===== src/rtl/uart_rx_if.sv =====
// rtl/uart_rx_if.sv - received-byte handshake bundle between uart_rx and its consumer
interface uart_rx_if;
  logic [7:0] data;
  logic       valid;
  logic       overrun;
  logic       frame_error;
  logic       ack;

  modport master (output data, output valid, output overrun, output frame_error, input ack);
  modport slave  (input data, input valid, input overrun, input frame_error, output ack);
endinterface


===== src/rtl/uart_rx.sv =====
// rtl/uart_rx.sv - 8N1 UART receiver with mid-bit sampling and one-entry valid/ack holding register
module uart_rx #(
  parameter int CLKS_PER_BIT = 868
) (
  input  logic      clk,
  input  logic      rst,
  input  logic      en,
  input  logic      uart_rxd,
  uart_rx_if.master rx
);

  localparam logic [9:0] BIT_LAST  = 10'(CLKS_PER_BIT - 1);
  localparam logic [9:0] HALF_LAST = 10'(CLKS_PER_BIT / 2 - 1);

  typedef enum logic [2:0] {
    DISABLED,
    IDLE,
    START,
    BITS,
    STOP,
    RECOVER
  } state_t;

  state_t     state;
  logic [9:0] counter;
  logic [2:0] bits_counter;
  logic [7:0] shift;
  logic       rxd_meta;
  logic       rxd_s;
  logic [7:0] data_q;
  logic       valid_q;
  logic       overrun_q;
  logic       frame_error_q;

  // Flops park at the idle level so a reset never looks like a start bit.
  always_ff @(posedge clk or posedge rst) begin
    if (rst) begin
      rxd_meta <= 1'b1;
      rxd_s    <= 1'b1;
    end else if (!en) begin
      rxd_meta <= 1'b1;
      rxd_s    <= 1'b1;
    end else begin
      rxd_meta <= uart_rxd;
      rxd_s    <= rxd_meta;
    end
  end

  always_ff @(posedge clk or posedge rst) begin
    if (rst) begin
      state         <= DISABLED;
      counter       <= '0;
      bits_counter  <= '0;
      shift         <= '0;
      data_q        <= '0;
      valid_q       <= 1'b0;
      overrun_q     <= 1'b0;
      frame_error_q <= 1'b0;
    end else if (!en) begin
      state         <= DISABLED;
      counter       <= '0;
      bits_counter  <= '0;
      shift         <= '0;
      data_q        <= '0;
      valid_q       <= 1'b0;
      overrun_q     <= 1'b0;
      frame_error_q <= 1'b0;
    end else begin
      frame_error_q <= 1'b0;
      if (rx.ack && valid_q) begin
        valid_q   <= 1'b0;
        overrun_q <= 1'b0;
      end

      case (state)
        DISABLED: begin
          state        <= IDLE;
          counter      <= '0;
          bits_counter <= '0;
        end
        IDLE: begin
          if (!rxd_s) begin
            state   <= START;
            counter <= '0;
          end
        end
        START: begin
          if (counter == HALF_LAST) begin
            if (rxd_s) begin
              state <= IDLE;
            end else begin
              state        <= BITS;
              counter      <= '0;
              bits_counter <= '0;
            end
          end else begin
            counter <= counter + 10'd1;
          end
        end
        BITS: begin
          if (counter == BIT_LAST) begin
            shift[bits_counter] <= rxd_s;
            bits_counter        <= bits_counter + 3'd1;
            counter             <= '0;
            if (bits_counter == 3'd7) begin
              state <= STOP;
            end
          end else begin
            counter <= counter + 10'd1;
          end
        end
        STOP: begin
          // Leaving at mid-stop-bit keeps back-to-back frames aligned.
          if (counter == BIT_LAST) begin
            if (rxd_s) begin
              data_q    <= shift;
              valid_q   <= 1'b1;
              overrun_q <= valid_q & ~rx.ack;
              state     <= IDLE;
            end else begin
              frame_error_q <= 1'b1;
              state         <= RECOVER;
            end
          end else begin
            counter <= counter + 10'd1;
          end
        end
        RECOVER: begin
          if (rxd_s) begin
            state <= IDLE;
          end
        end
        default: begin
          state <= DISABLED;
        end
      endcase
    end
  end

  assign rx.data        = data_q;
  assign rx.valid       = valid_q;
  assign rx.overrun     = overrun_q;
  assign rx.frame_error = frame_error_q;

endmodule


===== src/flat_wrapper.sv =====
// flat-port wrapper written by rule: the top's interface ports become plain ports
module uart_rx_flat 
#(
  parameter int CLKS_PER_BIT = 868
)
  (clk, rst, en, uart_rxd, rx_data, rx_valid, rx_overrun, rx_frame_error, rx_ack);
  uart_rx_if rx_i ();
  input  logic clk;
  input  logic rst;
  input  logic en;
  input  logic uart_rxd;
  output wire logic [$bits(rx_i.data)-1:0] rx_data;
  output wire logic [$bits(rx_i.valid)-1:0] rx_valid;
  output wire logic [$bits(rx_i.overrun)-1:0] rx_overrun;
  output wire logic [$bits(rx_i.frame_error)-1:0] rx_frame_error;
  input wire logic [$bits(rx_i.ack)-1:0] rx_ack;
  assign rx_data = rx_i.data;
  assign rx_valid = rx_i.valid;
  assign rx_overrun = rx_i.overrun;
  assign rx_frame_error = rx_i.frame_error;
  assign rx_i.ack = rx_ack;
  uart_rx #(.CLKS_PER_BIT(CLKS_PER_BIT)) u_core (.clk(clk), .rst(rst), .en(en), .uart_rxd(uart_rxd), .rx(rx_i));
endmodule

===== config.mk =====
export PLATFORM = sky130hd
export DESIGN_NAME = uart_rx_flat
export DESIGN_NICKNAME = d
export VERILOG_FILES = /design/src/rtl/uart_rx_if.sv /design/src/rtl/uart_rx.sv /design/src/flat_wrapper.sv
export SDC_FILE = /design/constraint.sdc
export NUM_CORES = 1
export LEC_CHECK = 0
export CORE_ASPECT_RATIO = 1.1
export CORE_MARGIN = 2
export CORE_UTILIZATION = 45
export DETAILED_ROUTE_END_ITERATION = 10
export GPL_TIMING_DRIVEN = 0
export PLACE_DENSITY = 0.63
export SLEW_MARGIN = 20
export SYNTH_ARGS = -nofsm -noshare
export SYNTH_HDL_FRONTEND = slang
export SYNTH_SLANG_ARGS = --single-unit

===== constraint.sdc =====
create_clock -name clk -period 2.4 [get_ports clk]
set_input_delay 0.48 -clock clk [delete_from_list [all_inputs] [get_ports clk]]
set_output_delay 0.48 -clock clk [all_outputs]
set_load 0.05 [all_outputs]

Yosys cells after proc, flatten, opt, wreduce, memory -nomap -nowiden. Cells that the tools add are included.

Add/sub/neg operators: 2. Bitwise logic cells: 2. Eq/ne operators: 22. Reductions and logical operators: 8. Mux-type cells: 47. Magnitude comparators: 2.

Operators with widths (number): $mux W8 (7); $mux W10 (5); $pmux W10 S5 (1); $mux W3 (12); $pmux W3 S6 (1); $mux W1 (17); $ne A3 B2 Y1 const B (5); $add A10 B1 Y10 const B (1); $eq A10 B10 Y1 const B (1); $eq A10 B9 Y1 const B (1); $eq A3 B3 Y1 const B (3); $ne A3 B3 Y1 const B (3); $pmux W3 S3 (1); $bwmux W8 (1); $ne A2 B1 Y1 const B (4); $eq A3 B2 Y1 const B (2); $ne A6 B1 Y1 const B (1); $reduce_and A6 Y1 (1); $lt A3 B4 Y1 const B (1); $ne A4 B1 Y1 const B (1); $reduce_and A2 Y1 (2); $reduce_and A4 Y1 (1); $add A3 B1 Y3 const B (1); $demux W1 S3 (1); 8 further kinds (9).

Word-level logic and storage cells: 93. Output and inout port bits: 11. Input bits: 5. Flip-flop bits (word level): 37.

Depth between registers and ports, before layout. Gate-level depths: netlist of the first run.

Word-level depth: 8. Depth in mapped cells: 8.

Worst setup path after synthesis of the first run. OpenSTA, ideal clock, no wires.

Kind: flip-flop to flip-flop. From: reg u_core.counter[0]. To: reg u_core.overrun_q, in the netlist u_core.rx.overrun. Stages on the path, launching flop included: 9. Arrival time: 1763 ps. Path buffers: 2. Setup slack: 543 ps. Setup time: 94 ps. Data required time: 2306 ps. Period minus slack after synthesis: 1857 ps. Cell sequence: dfrtp_1 -> ha_1 -> and4b_1 -> and3_1 -> buf_2 -> nand4b_2 -> buf_6 -> mux2i_1 -> a211oi_1.

Cells in the longest elaborated chain, start to end: 4.

Ends and longest elaborated chain: from (decl) (RTL line uart_rx.sv:25) `logic [9:0] counter;`; from (signal assigned) (RTL line uart_rx.sv:97) `counter <= counter + 10'd1;`; from (signal assigned) (RTL line uart_rx.sv:109) `counter <= counter + 10'd1;`; from (signal assigned) (RTL line uart_rx.sv:125) `counter <= counter + 10'd1;`; $eq A10 B10 Y1 (RTL line uart_rx.sv:114) `if (counter == BIT_LAST) begin`; $mux W1 (RTL line uart_rx.sv:114); $mux W1 (RTL line uart_rx.sv:75) `case (state)`; $mux W1 (RTL line uart_rx.sv:59) `end else if (!en) begin`; to (signal assigned) (RTL line uart_rx.sv:118) `overrun_q <= valid_q & ~rx.ack;`; to (decl) (RTL line uart_rx.sv:32) `logic overrun_q;`.

Every way passes these cells. A chain may end at the register's enable or synchronous reset.

Worst setup path after layout of the first run. Ends and elaborated chain as after synthesis.

==> results of run 1 <==
## how the worst max path moves through the flow
stage	from	cells past startpoint	endpoint	slack [ns]
after CTS	u_core.counter[0]	8	u_core.rx.overrun	0.31
after detailed placement	en	5	u_core.counter[6]	0.28
final	u_core.counter[0]	8	u_core.rx.overrun	0.30
after global placement	rst	2	u_core.counter[9]	0.25
after global routing	u_core.counter[1]	7	u_core.counter[5]	0.17
after floorplan	u_core.counter[0]	8	u_core.rx.overrun	0.54
## area by class of cell
class / count / area, sq um / share of cell area
Inverter: 10 / 37.54 / 0.01479
Tap cell: 56 / 70.07 / 0.02760
Multi-Input combinational cell: 169 / 1132 / 0.4460
Sequential cell: 37 / 928.4 / 0.3657
Clock inverter: 2 / 37.54 / 0.01479
Timing Repair Buffer: 16 / 177.7 / 0.06999
Clock buffer: 6 / 82.58 / 0.03253
Buffer: 14 / 72.57 / 0.02859
## layer usage
metal  part of all wire  wire length (um)  track usage  vias up
li1                   -                 -            -      865
met1               0.51              2435       0.2903      828
met5                  0                 0            0        -
met2               0.44              2090       0.2689       35
met4              0.022               104      0.09231        0
met3              0.035               167      0.02760        7
## synth_stat cells, types with 3 or more instances
master,number
sky130_fd_sc_hd__a21oi_1,8
sky130_fd_sc_hd__a31oi_1,4
sky130_fd_sc_hd__and2_1,3
sky130_fd_sc_hd__and3_1,3
sky130_fd_sc_hd__buf_2,4
sky130_fd_sc_hd__clkbuf_1,7
sky130_fd_sc_hd__dfrtp_1,35
sky130_fd_sc_hd__ha_1,4
sky130_fd_sc_hd__inv_1,10
sky130_fd_sc_hd__mux2i_1,22
sky130_fd_sc_hd__nand2_1,14
sky130_fd_sc_hd__nand2b_1,6
sky130_fd_sc_hd__nand3_1,12
sky130_fd_sc_hd__nand4_1,5
sky130_fd_sc_hd__nor2_1,29
sky130_fd_sc_hd__nor2b_1,5
sky130_fd_sc_hd__nor4_1,5
sky130_fd_sc_hd__o211ai_1,3
sky130_fd_sc_hd__o21ai_0,3
sky130_fd_sc_hd__o21ai_1,4
sky130_fd_sc_hd__o22ai_1,5
sky130_fd_sc_hd__xnor2_1,3
## per-stage QoR
stage | cell area [sq um] | util | cells | total power [uW] | setup slack, ns
floorplan | 2171 | - | 230 | 878.1 | 0.5429
global placement | 2391 | 0.5140 | 301 | 938.3 | 0.2485
detailed placement | 2419 | 0.5199 | 302 | 946.1 | 0.2831
CTS | 2539 | 0.5457 | 310 | 1525 | 0.3079
global route | 2539 | 0.5457 | 310 | 1587 | 0.1711
finish | 2539 | 0.5457 | 310 | 1508 | 0.2978
## cells by family after synthesis
group | synth area share
AND/OR/NAND/NOR | 0.2530
AO/OA/AOI/OAI | 0.1268
flip-flops | 0.4277
buffers and inverters | 0.05072
multiplexers | 0.1066
adder cells (fa/ha/maj) | 0.02306
XOR/XNOR | 0.01211
## registers in the layout, indices dropped and copies added, names as in the netlist
name,cells
u_core.counter,10
u_core.rx.data,8
u_core.shift,8
u_core.bits_counter,3
u_core.state,3
u_core.rx.frame_error,1
u_core.rx.overrun,1
u_core.rx.valid,1
u_core.rxd_meta,1
u_core.rxd_s,1
## worst reg2reg max path, cell delays in order, from the launching register on
cell,delay (ns)
sky130_fd_sc_hd__dfrtp_1,0.46
sky130_fd_sc_hd__ha_1,0.26
sky130_fd_sc_hd__and4b_1,0.30
sky130_fd_sc_hd__and3_1,0.17
sky130_fd_sc_hd__buf_2,0.21
sky130_fd_sc_hd__nand4b_2,0.13
sky130_fd_sc_hd__buf_6,0.18
sky130_fd_sc_hd__mux2i_1,0.12
sky130_fd_sc_hd__a211oi_1,0.19
## placed cells by master (no fill, tap or decap), types with 2 or more instances in the layout
cell and n:
sky130_fd_sc_hd__and3_1 3, sky130_fd_sc_hd__clkdlybuf4s50_1 15, sky130_fd_sc_hd__mux2i_1 22, sky130_fd_sc_hd__xnor2_1 3
sky130_fd_sc_hd__nand3_1 12, sky130_fd_sc_hd__o21ai_0 3, sky130_fd_sc_hd__o32ai_1 2, sky130_fd_sc_hd__nor2_1 29
sky130_fd_sc_hd__a31oi_1 4, sky130_fd_sc_hd__ha_1 4, sky130_fd_sc_hd__o21a_1 2, sky130_fd_sc_hd__nand2b_1 6
sky130_fd_sc_hd__inv_1 9, sky130_fd_sc_hd__buf_2 4, sky130_fd_sc_hd__nand2_1 14, sky130_fd_sc_hd__clkbuf_1 7
sky130_fd_sc_hd__nand4_1 5, sky130_fd_sc_hd__dfrtp_1 35, sky130_fd_sc_hd__o22ai_1 5, sky130_fd_sc_hd__nor4_1 5
sky130_fd_sc_hd__dfstp_2 2, sky130_fd_sc_hd__nor2b_1 5, sky130_fd_sc_hd__a21oi_1 8, sky130_fd_sc_hd__clkbuf_8 6
sky130_fd_sc_hd__a21o_1 2, sky130_fd_sc_hd__o211ai_1 3, sky130_fd_sc_hd__and2_1 3, sky130_fd_sc_hd__o21ai_1 4
sky130_fd_sc_hd__and4_1 2, sky130_fd_sc_hd__buf_6 2
## power groups by stage
| stage | logic, uW | registers (uW) | clock network (uW) |
|---|---|---|---|
| after floorplan | 217 | 661 | 0 |
| after global placement | 272 | 666 | 0 |
| after detailed placement | 279 | 667 | 0 |
| after CTS | 281 | 655 | 588 |
| after global routing | 316 | 658 | 614 |
| final | 283 | 655 | 570 |
==> metrics, run 1 <==
origin of the worst min-delay path=u_core.rxd_meta; global-route wire length before repair=about 8100 um; gp weighted congestion=roughly 0.89; power per unit of standard cell area=slightly below 600 nW/um^2; total clock sinks=37; hold buffer count at cts=0; CP max-delay cell=sky130_fd_sc_hd__dfrtp_1; buffers inserted during post-CTS setup optimization=0; clock latency of the later-clocked register in the worst-skew pair=approximately 0.30 ns; final number of setup-violating endpoints=0; TritonCTS clock tree=yes; R2R Path End=u_core.rx.overrun; flip-flop cell with the highest count after synthesis=sky130_fd_sc_hd__dfrtp_1; clock transition at the registers of the reported paths=0.08 ns; dpl hpwl=between 3000 and 4000 um; critical path, cell by cell=ha_1 -> and4b_1 -> and3_1 -> buf_2 -> nand4b_2 -> buf_6 -> mux2i_1 -> a211oi_1; worst hold path cell count=1; startpoint types=flop; deepest level of the CTS H-tree=2; Horiz. Die Dim=approximately 70 um; largest net degree at the start of global routing=21; Worst EP required=2.61 ns; Netlist Area Pre-Place=between 2000 and 2500 sq um; via count of the routed design=roughly 1700; die extent in y=76.85 um; worst rel slew slack=0.6133; worst setup slack for register-to-register paths=just under 0.3 ns; fraction of power consumed by sequential logic=0.434; Max stage delay on crit path=around 0.46 ns; internal portion of total power=1088 uW; YS warnings=0; number of iterations in the first detailed-routing pass=4; share of the synthesized area in the top cell type=0.4035; Cell Rows=26; final worst hold slack=a little under 0.5 ns; Worst path top cell family by delay=simple AND/OR/NAND/NOR gates; DRT iter0 DRCs=~140; detailed-route vias per instance=5.597; proportion of power drawn by the clock network=0.378; total of cells resized after clock tree synthesis=0; startpoint of the worst register-to-register path=u_core.counter[0]; average cell area after synthesis=between 9 and 10 sq um; fraction of layout cells with a size suffix above 1=0.1063; critical path endpoint category=flop; area growth from synthesis to final layout=16.95%; worst endpoint data arrival time=around 2.3 ns; initial antenna violation count=0; share of flip-flops with an asynchronous set or reset=1.000; post-synth net total=between 200 and 250; FF-to-FF path depth=8; upper clock frequency limit=475.7 MHz; total leakage power=~0.0011 uW; starting density of the core=0.4666; final WL=around 4800 um; post-detailed-route DRC marker count=0; clock skew after layout=~0.0096 ns; Remaining Overflow, GRT=0; die area=around 5400 sq um; Clock Root Buffer=sky130_fd_sc_hd__clkbuf_8; count of buffer and inverter cells on the critical path=2; Final nets=262; final hold violations=0; switching power summed over all nets=420.4 uW; Total Neg Setup Slack=0 ns; share of the clock period used by the worst path after layout=0.8759; share of power burned in combinational logic=0.188; number of cells produced by synthesis=230; endpoint of the worst hold path=u_core.rxd_s; all-layer global routing usage=0.1927; via count of the first global-routing pass=1596; result of the run=complete, no violations; PortBufs=15; synthesized flop and latch total=37; count of fill cells added during filler insertion=435; cell type with the largest total area after synthesis=sky130_fd_sc_hd__dfrtp_1; remaining antenna violation count after routing=0; transition time at the pin with the least slew margin=just under 0.6 ns; antenna diode count=0; Max rail drop VDD=roughly 0.39 mV; number of distinct library cells after synthesis=52; max-cap violations=0; top post-synthesis cells by area=sky130_fd_sc_hd__dfrtp_1 (40%), sky130_fd_sc_hd__mux2i_1 (10%), sky130_fd_sc_hd__nor2_1 (5.0%); Crit Path Max Fanout=10; Seq/Total Area, Yosys=0.4277; wire length per cell after detailed routing=between 15 and 20 um; placeable core region=~4700 sq um; unrepaired setup endpoints after global routing=false; switching share of power=0.2787; total CTS buffers=5; number of flops mapped to enable cells by yosys=0; type of the worst setup path=reg2reg; min cycle time layout=2.102 ns; ports placed on the boundary=16; largest buffer count on any clock path=2; class of the most critical hold timing path=reg2reg; Final Slew Violations=0
No activity file was read; power rests on OpenSTA's default activity.
==> inputs of run 2 (changes only) <==
--- a/config.mk
+++ b/config.mk
@@ -11,6 +11,7 @@
 export DETAILED_ROUTE_END_ITERATION = 10
 export GPL_TIMING_DRIVEN = 0
 export PLACE_DENSITY = 0.63
+export SETUP_SLACK_MARGIN = 0.05
 export SLEW_MARGIN = 20
 export SYNTH_ARGS = -nofsm -noshare
 export SYNTH_HDL_FRONTEND = slang
==> results of run 2 <==
Final layout, timing and power as in run 1 (identical DEF).
